**config.mk**
```make
export PLATFORM = sky130hd
export DESIGN_NAME = seg_scan_ctrl
export DESIGN_NICKNAME = d
export VERILOG_FILES = /design/src/rtl/seg_scan_ctrl.sv
export SDC_FILE = /design/constraint.sdc
export NUM_CORES = 1
export LEC_CHECK = 0
export ABC_CLOCK_PERIOD_IN_PS = 2600
export CAP_MARGIN = 30
export CORE_MARGIN = 4
export CORE_UTILIZATION = 40
export CTS_BUF_LIST = sky130_fd_sc_hd__clkbuf_4
export DETAILED_ROUTE_END_ITERATION = 12
export GPL_TIMING_DRIVEN = 0
export PLACE_DENSITY_LB_ADDON = 0.12
export SYNTH_ARGS = -nofsm -noshare
export SYNTH_HDL_FRONTEND = slang
export SYNTH_SLANG_ARGS = --single-unit
```
**constraint.sdc**
```tcl
create_clock -name clk -period 2.6 [get_ports clk]
set_clock_uncertainty 0.2 [all_clocks]
set_input_delay 0.52 -clock clk [delete_from_list [all_inputs] [get_ports clk]]
set_output_delay 0.52 -clock clk [all_outputs]
set_load 0.05 [all_outputs]
```
**src/rtl/seg_scan_ctrl.sv**
```systemverilog
// Four-digit multiplexed hex display scanner with a double-buffered value (no tearing).
// Define SEG_SCAN_LZB_EN to enable leading-zero blanking of digits 3..1.
module seg_scan_ctrl #(
    parameter int unsigned REFRESH_DIV = 100000,
    parameter int unsigned DEAD_CYC    = 4
) (
    input  logic        clk,
    input  logic        rst_n,
    input  logic [15:0] value_in,
    input  logic        value_valid,
    output logic        value_ready,
    input  logic [3:0]  digit_en,
    output logic [3:0]  nib,
    output logic [3:0]  dig_n,
    output logic        frame_tick
);

    if (REFRESH_DIV < 2 || DEAD_CYC > REFRESH_DIV - 2) begin : gen_bad_params
        $error("seg_scan_ctrl: parameters need 0 <= DEAD_CYC <= REFRESH_DIV-2");
    end

    localparam int unsigned CntW = (REFRESH_DIV > 1) ? $clog2(REFRESH_DIV) : 1;
    localparam logic [CntW-1:0] TcVal   = CntW'(REFRESH_DIV - 1);
    localparam logic [CntW-1:0] DeadVal = CntW'(DEAD_CYC);

    typedef enum logic [1:0] {S0, S1, S2, S3} slot_e;

    slot_e           slot_q;
    logic [CntW-1:0] presc_q;
    logic [15:0]     active_q;
    logic [15:0]     shadow_q;
    logic            pending_q;

    logic       tc;
    logic       wrap;
    logic       dead;
    logic       xfer;
    logic       blank;
    logic       show;
    logic [3:0] cur_nib;

    assign tc          = (presc_q == TcVal);
    assign wrap        = tc && (slot_q == S3);
    assign dead        = (presc_q < DeadVal);
    assign value_ready = ~pending_q;
    assign xfer        = value_valid && !pending_q;

    always_comb begin
        cur_nib = 4'h0;
        unique case (slot_q)
            S0: cur_nib = active_q[3:0];
            S1: cur_nib = active_q[7:4];
            S2: cur_nib = active_q[11:8];
            S3: cur_nib = active_q[15:12];
        endcase
    end

`ifdef SEG_SCAN_LZB_EN
    // A digit is blanked only when it and every digit to its left are zero.
    always_comb begin
        blank = 1'b0;
        unique case (slot_q)
            S0: blank = 1'b0;
            S1: blank = (active_q[15:4] == 12'h000);
            S2: blank = (active_q[15:8] == 8'h00);
            S3: blank = (active_q[15:12] == 4'h0);
        endcase
    end
`else
    assign blank = 1'b0;
`endif

    assign show = !dead && digit_en[slot_q] && !blank;

    always_ff @(posedge clk or negedge rst_n) begin
        if (!rst_n) begin
            presc_q    <= '0;
            slot_q     <= S0;
            active_q   <= '0;
            shadow_q   <= '0;
            pending_q  <= 1'b0;
            nib        <= 4'h0;
            dig_n      <= 4'hF;
            frame_tick <= 1'b0;
        end else begin
            presc_q    <= tc ? '0 : presc_q + 1'b1;
            if (tc) begin
                slot_q <= slot_e'(slot_q + 2'd1);
            end
            frame_tick <= wrap;
            nib        <= cur_nib;
            dig_n      <= show ? ~(4'b0001 << slot_q) : 4'hF;
            // Copy happens only when pending, so it can never race with a transfer.
            if (xfer) begin
                shadow_q  <= value_in;
                pending_q <= 1'b1;
            end else if (wrap && pending_q) begin
                active_q  <= shadow_q;
                pending_q <= 1'b0;
            end
        end
    end

endmodule

```
Word level (Yosys, flattened, before mapping):

Index checks and enable logic that the tools add are counted.

* logic and storage cells: 36
* flip-flop bits (word level): 61
* output and inout bits: 10

* muxes and demuxes: 7
* add/subtract/negate cells: 2
* bitwise logic cells: 3
* order comparisons: 2
* equal/unequal tests: 4
* reductions and logical operators: 9
* shifts and indexed selects: 1

Operators with widths (count)
* $add A17 B1 Y17 const B: 1
* $eq A17 B17 Y1 const B: 1
* $lt A17 B3 Y1 const B: 1
* $mux W17: 1
* $pmux W4 S4: 1
* $eq A2 B2 Y1 const B: 2
* $logic_and A1 B1 Y1: 4
* $mux W4: 1
* $not A4 Y4: 1
* $shl A1 B2 Y4 const A: 1
* $lt A2 B3 Y1 const B: 1
* $mux W1: 3
* $add A2 B1 Y2 const B: 1
* $bmux W1 S2: 1
* $eq A2 B1 Y1 const B: 1
* $logic_not A1 Y1: 2
* $logic_not A2 Y1: 1
* $not A1 Y1: 2
* $reduce_and A2 Y1: 1
* $reduce_bool A2 Y1: 1

Longest topological paths before layout:

Gate-level depths: netlist of run 1.

* depth in word-level cells: 5
* mapped depth: 6
* mapped depth without buffers: 5

Worst setup path after synthesis of run 1:

No wires, ideal clock.

* path type: register to register
* start: reg presc_q[12]
* end: reg active_q[10]
* clock period less this slack: 2.176 ns
* slack: 0.424 ns
* cell stages (with the launch flop): 6
* arrival time: 1.850 ns
* required time: 2.275 ns
* setup time: 0.125 ns
* path through: dfrtp_1 -> or4_4 -> nor4_4 -> nand4_4 -> buf_6 -> mux2_4

* word-level cells in the longest chain between the ends: 4

Ends and longest elaborated chain
* start: declaration: RTL line 29 `logic [CntW-1:0] presc_q;`
* start signal: assignment: RTL line 86 `presc_q <= tc ? '0 : presc_q + 1'b1;`
* $eq A17 B17 Y1: RTL line 42 `assign tc = (presc_q == TcVal);`
* $logic_and A1 B1 Y1: RTL line 43 `assign wrap = tc && (slot_q == S3);`
* $logic_and A1 B1 Y1: RTL line 97 `end else if (wrap && pending_q) begin`
* $reduce_and A2 Y1 (no source line)
* end signal: assignment: RTL line 98 `active_q <= shadow_q;`
* end: declaration: RTL line 30 `logic [15:0] active_q;`

No other way between the ends.
A chain may end at the register's enable or synchronous reset.

Worst setup path in the final report of run 1:

* start: reg pending_q
* end: out value_ready

* word-level cells in the longest chain between the ends: 1

Ends and longest elaborated chain
* start: declaration: RTL line 32 `logic pending_q;`
* start signal: assignment: RTL line 81 `pending_q <= 1'b0;`
* start signal: assignment: RTL line 96 `pending_q <= 1'b1;`
* start signal: assignment: RTL line 99 `pending_q <= 1'b0;`
* $not A1 Y1: RTL line 45 `assign value_ready = ~pending_q;`
* end: declaration: RTL line 11 `output logic value_ready,`

No other way between the ends.

==> impl_metrics.csv, run 1 <==
group,metric,value,unit
worst_setup_path,cp-startpoint,"pending_q",
final_layout,layout_commonest_cell,"dfrtp_1",
final_layout,area_growth,21.9,%
yosys,synthTopCellsByArea,"dfrtp_1 55%, mux2_2 9.9%, mux2_4 5.2%",
worst_setup_path,timing.rr.end,"active_q[7]",
yosys,yosys_register_bits,61,
clock_tree,cts_buffers,9,
worst_setup_path,rr_startpoint,"presc_q[12]",
worst_setup_path,cp-endpoint,"value_ready",
worst_hold_path,min_path_type,"register to register",
worst_setup_path,crit_path_start_kind,"register",
floorplanning,die_w,88.7,um
floorplanning,ios,33,
floorplanning,die-area,0.00787,sq mm
global_route,met3_usage,5.49,%
worst_setup_path,worstPathRequired,1.88,ns
clock_tree,cts_tree,"done",
drt,remaining_drc_errors,0,
drt,vias,1550,
sta,slew_viol_final,0,
final_layout,mostFrequentLayoutCells,"57 x dfrtp_1, 31 x clkdlybuf4s50_1, 23 x mux2_2",
global_route,grt_antenna_before_repair,0,
power,ir_drop,0.299,mV
yosys,yosysWarnings,0,
worst_setup_path,r2r_setup_slack,0.18,ns
yosys,synth_cell_types,35,
final_layout,n_antenna_cell,0,
sta,hold_viol,0,
sta,setup-violations-final,0,
sta,fin_tns_setup,0,ns
clock_tree,path_clk_slew,0.10,ns
yosys,syn_area,0.00261,sq mm
global_route,use_met2,19.4,%
place,hpwl,3300,um
drt,drt-total-wl,4650,um
global_route,grt_max_degree,40,
yosys,syn_nets,218,
global_route,use_met1,18.5,%
yosys,synth_top_area_cell,"dfrtp_1",
sta,slew_headroom,54.3,%
worst_setup_path,critical_path.endpoint_type,"output pin",
global_route,gr-total-overflow,0,
final_layout,finalNonFillerCells,316,
sta,rsz0062_at_grt,"no",
global_route,track_usage,13.6,%
global_route,globalRoute.busiestLayer,"met2",
status,run_status,"finished clean",
final_layout,final_util,50.0,%
worst_setup_path,ff2ff_path_depth,5,
clock_tree,cts_root_buf,"clkbuf_4",
worst_setup_path,crit_arrival,1.71,ns
worst_setup_path,cp_max_fo,4,
final_layout,drive_gt1_share,24.3,%
place,dpl.cell_count,299,
place,io_buffers,32,
clock_tree,cts_buffer_depth,2,
power,p_per_area,534,mW/mm^2
sta,fmax,411,MHz
drt,first_pass_iters,4,
global_route,grt_pass1_wl,7890,um
floorplanning,die-height,88.7,um
drt,viasPerCell,4.91,
yosys,synthCells,189,
sta,period_needed,2.43,ns
floorplanning,start_util,41.1,%
yosys,postSynthAreaPerCell,13.8,sq um
power,leakage,1.45,nW
yosys,ys_seq_area_share,58.7,%
yosys,yosys.area.top_type_share,54.7,%
place,gp_congestion,0.744,
worst_setup_path,critical_path_class,"register to output pin",
clock_tree,cts_sinks,61,
flow_run,maxCapViolations,0,
clock_tree,insertion_delay,0.39,ns
floorplanning,rows,29,
sta,post-route-period-util,93.6,%
clock_tree,cts_max_level,3,
clock_tree,post_cts_buffers,0,
final_layout,fin_nets,263,
drt,drtAntennaViolNets,0,
floorplanning,core,0.00635,sq mm
sta,worstMarginPinSlew,0.684,ns
drt,detail_route.iter0.violations,62,
drt,wire_per_inst,14.7,um
global_route,grt_pass1_vias,1618,
sta,hold_slack,0.291,ns
final cells by class:
class	count	area, sq um
Fill cell	587	3170
Sequential cell	61	1530
Multi-Input combinational cell	116	1030
Timing Repair Buffer	34	345
Tap cell	77	96.3
Clock buffer	9	67.6
Clock inverter	7	56.3
Buffer	5	27.5
Inverter	7	26.3
repair_timing:
action | 4_1_cts | 5_1_grt
resized for setup | 0 | 1
hold endpoints to repair | 18 | 0
setup endpoints to repair | 0 | 9
hold buffers | 1 | 0
power by group:
part	switching [W]	internal [W]	total, W
combinational	0.0000326	0.0000583	0.0000909
sequential	0.0000158	0.000982	0.000998
clock	0.000331	0.000279	0.000610
routing by layer:
| metal | share of wire (%) | up-vias |
|---|---|---|
| li1 | - | 768 |
| met2 | 43 | 41 |
| met1 | 49 | 734 |
| met3 | 6.6 | 7 |
| met5 | 0 | - |
| met4 | 1.5 | 0 |
worst max-delay path, cell delays in order (launching register included):
cell and delay (ns):
dfrtp_1 0.44, inv_1 0.09, clkdlybuf4s50_1 0.79
cell families after synthesis:
| logic type | share of synthesized area (%) |
|---|---|
| AOI/OAI and AO/OA | 2.93 |
| xor gates and xnor gates | 4.70 |
| adders and majority gates | 2.88 |
| buffers and inverters | 2.06 |
| DFF | 58.7 |
| muxes | 17.9 |
| and+or+nand+nor | 10.8 |
registers in the layout (all words and copies together) (netlist names):
name        count
presc_q        17
active_q       16
shadow_q       16
dig_n           4
nib             4
slot_q          2
frame_tick      1
pending_q       1
Yosys cell counts:
cell type / number
a21boi_0: 1
a21oi_1: 1
a222oi_1: 4
a31oi_1: 1
and2_1: 1
and3_1: 2
and4_1: 2
buf_1: 1
buf_2: 1
buf_6: 1
clkbuf_1: 2
dfrtp_1: 57
dfstp_2: 4
ha_1: 6
inv_1: 7
mux2_2: 23
mux2_4: 9
mux2i_1: 5
mux4_2: 1
nand2_1: 9
nand3_1: 8
nand4_1: 3
nand4_4: 1
nor2_1: 10
nor2b_1: 2
nor3_1: 4
nor3b_1: 1
nor4_4: 1
o21a_1: 1
o21ai_0: 2
or3_1: 1
or4_1: 2
or4_4: 1
xnor2_1: 8
xor2_1: 6
worst min path at each step:
stage / slack, ns / startpoint / cells past startpoint / to
finish: 0.29 / presc_q[0] / 1 / presc_q[0]
CTS: 0.30 / presc_q[0] / 1 / presc_q[0]
global placement: 0.28 / presc_q[0] / 1 / presc_q[0]
global route: 0.32 / presc_q[8] / 1 / presc_q[8]
floorplan: 0.02 / rst_n / 0 / active_q[0]
detailed placement: 0.28 / presc_q[0] / 1 / presc_q[0]
through the flow:
| step | worst slack, ns | total power [W] | cell area, sq um |
|---|---|---|---|
| global route | 0.0736 | 0.00179 | 3180 |
| finish | 0.165 | 0.00170 | 3180 |
| global placement | -1.16 | 0.00111 | 3020 |
| detailed placement | -0.178 | 0.00111 | 3040 |
| floorplan | 0.424 | 0.00105 | 2610 |
| CTS | 0.125 | 0.00173 | 3170 |
No activity file was read; power rests on OpenSTA's default activity.
==> run 2, diff against run 1 <==
CTS_CLUSTER_DIAMETER = 150   (was unset)
RECOVER_POWER = 50   (was unset)
SLEW_MARGIN = 10   (was unset)
==> impl_metrics.csv, run 2 (synthesis gave the netlist of run 1 again) <==
group,metric,value,unit
power,ir_drop,0.381,mV
sta,worstMarginPinSlew,1.47,ns
place,gp_congestion,0.744,
drt,wire_per_inst,14.7,um
power,pwr-share-clk,40.1,%
drt,vias,1571,
worst_setup_path,worstPathRequired,1.88,ns
clock_tree,post_cts_buffers,0,
clock_tree,cts_buffer_depth,2,
drt,dr_wl_met3,349,um
sta,fmax,408,MHz
floorplanning,die-height,88.7,um
power,leakage,1.45,nW
sta,setup-violations-final,0,
final_layout,n_antenna_cell,0,
clock_tree,cts_sinks,61,
drt,top_layer_used,"met4",
drt,drtAntennaViolNets,0,
drt,detail_route.iter0.violations,65,
global_route,gr-total-overflow,0,
worst_setup_path,critical_path_class,"register to output pin",
global_route,track_usage,13.5,%
worst_setup_path,path_cells,"inv_1 > clkdlybuf4s50_1",
floorplanning,die-area,0.00787,sq mm
floorplanning,rows,29,
place,hpwl,3220,um
floorplanning,ios,33,
worst_hold_path,min_path_type,"register to register",
drt,viasPerCell,4.99,
drt,first_pass_iters,4,
sta,rsz0062_at_grt,"no",
clock_tree,path_clk_slew,0.10,ns
sta,period_needed,2.45,ns
final_layout,fin_nets,262,
worst_setup_path,critical_path.endpoint_type,"output pin",
final_layout,mostFrequentLayoutCells,"57 x dfrtp_1, 31 x clkdlybuf4s50_1, 23 x mux2_2",
global_route,grt_pass1_vias,1612,
worst_setup_path,crit_path_start_kind,"register",
sta,slew_viol_final,0,
final_layout,area_growth,22.2,%
clock_tree,cts_buffers,9,
status,run_status,"finished clean",
power,p_per_area,568,mW/mm^2
clock_tree,cts_tree,"done",
final_layout,largest_register_ffs,17,
power,combPwrFrac,4.8,%
worst_setup_path,cp-startpoint,"pending_q",
power,p_int,0.00143,W
clock_tree,cts_root_buf,"clkbuf_4",
floorplanning,start_util,41.1,%
worst_setup_path,cp_max_fo,4,
worst_setup_path,slowest_delay,0.80,ns
global_route,grt_pass1_wl,7850,um
global_route,grt_antenna_before_repair,0,
flow_run,maxCapViolations,0,
sta,fin_tns_setup,0,ns
clock_tree,insertion_delay,0.40,ns
sta,post-route-period-util,94.2,%
power,p_switching,0.000381,W
sta,hold_slack,0.292,ns
final_layout,fill_cells,573,
power,switching_share,21.1,%
sta,slew_headroom,1.94,%
power,power.total,0.00181,W
place,dpl.cell_count,298,
power,p_seq_share,55.1,%
floorplanning,die_w,88.7,um
drt,wl_met2,2000,um
worst_hold_path,min_from,"presc_q[0]",
global_route,grt_max_degree,62,
final_layout,layout_commonest_cell,"dfrtp_1",
final_layout,drive_gt1_share,24.4,%
clock_tree,cts_max_level,3,
worst_setup_path,crit_arrival,1.73,ns
worst_setup_path,crit_slowest_cell,"clkdlybuf4s50_1",
place,io_buffers,32,
drt,drt-total-wl,4620,um
worst_setup_path,rr_startpoint,"presc_q[12]",
final_layout,regMostFlops,"presc_q",
floorplanning,core,0.00635,sq mm
final_layout,finalNonFillerCells,315,
drt,remaining_drc_errors,0,
sta,hold_viol,0,
drt,wl_met1,2200,um
final_layout,reg_top3,"presc_q: 17 flops, active_q: 16 flops, shadow_q: 16 flops",
## run 2: changes by cell type in the layout (fill, tap and decap cells not counted), sizes merged
cell / previous run / this run
clkbuf: 11 / 13
buf: 5 / 3
bufinv: 1 / 2
clkinv: 6 / 4
## run 2: critical path: cells and delay by family (launching register included)
family | cells | cell delay (ns)
buf+inv | 2 | 0.89
flops | 1 | 0.44
## run 2: power groups by stage
stage          registers [W]  clock network, W  logic (W)
2_1_floorplan        0.00101                 0  0.0000313
3_3_place_gp         0.00102                 0  0.0000885
3_5_place_dp         0.00102                 0  0.0000897
4_1_cts             0.000998          0.000750  0.0000911
5_1_grt              0.00100          0.000784  0.0000971
6_report            0.000997          0.000725  0.0000873
## run 2: worst paths after layout
path | to | slack [ns] | depth (start not counted)
worst max register to register | active_q[7] | 0.17 | 5
worst min register to register | presc_q[0] | 0.29 | 1
min in group asynchronous | presc_q[12] | 0.80 | 2
worst min-delay path | presc_q[0] | 0.29 | 1
worst max-delay path | value_ready | 0.15 | 2
max in group asynchronous | nib[2] | 0.52 | 2
## run 2: routing by layer
layer,vias to the layer above,track usage [%]
met5,-,0
met4,0,5.36
met3,9,5.59
met2,44,19.8
met1,759,17.9
li1,759,-
## run 2: what timing repair did
action / in CTS / in global routing
hold buffers: 1 / 0
endpoints found under the setup margin: 0 / 9
resized for setup: 0 / 1
hold endpoints to repair: 1 / 0
## run 2: metrics by stage
stage               worst slack [ns]  util (%)  area [sq um]
finish                         0.152      50.2          3190
global route                  0.0848      50.2          3190
CTS                            0.117      50.1          3180
detailed placement            -0.165      47.6          3020
global placement               -1.16      47.6          3020
floorplan                      0.424         -          2610
## run 2: area by class of cell
cell class                 count  area, sq um  area share [%]
sequential                    61         1530            48.1
multi-input combinational    116         1030            32.2
timing repair buffer          33          325            10.2
tap                           77         96.3            3.02
clock inverter                 6         77.6            2.43
clock buffer                  10         75.1            2.36
buffer                         5         27.5           0.864
inverter                       7         26.3           0.824
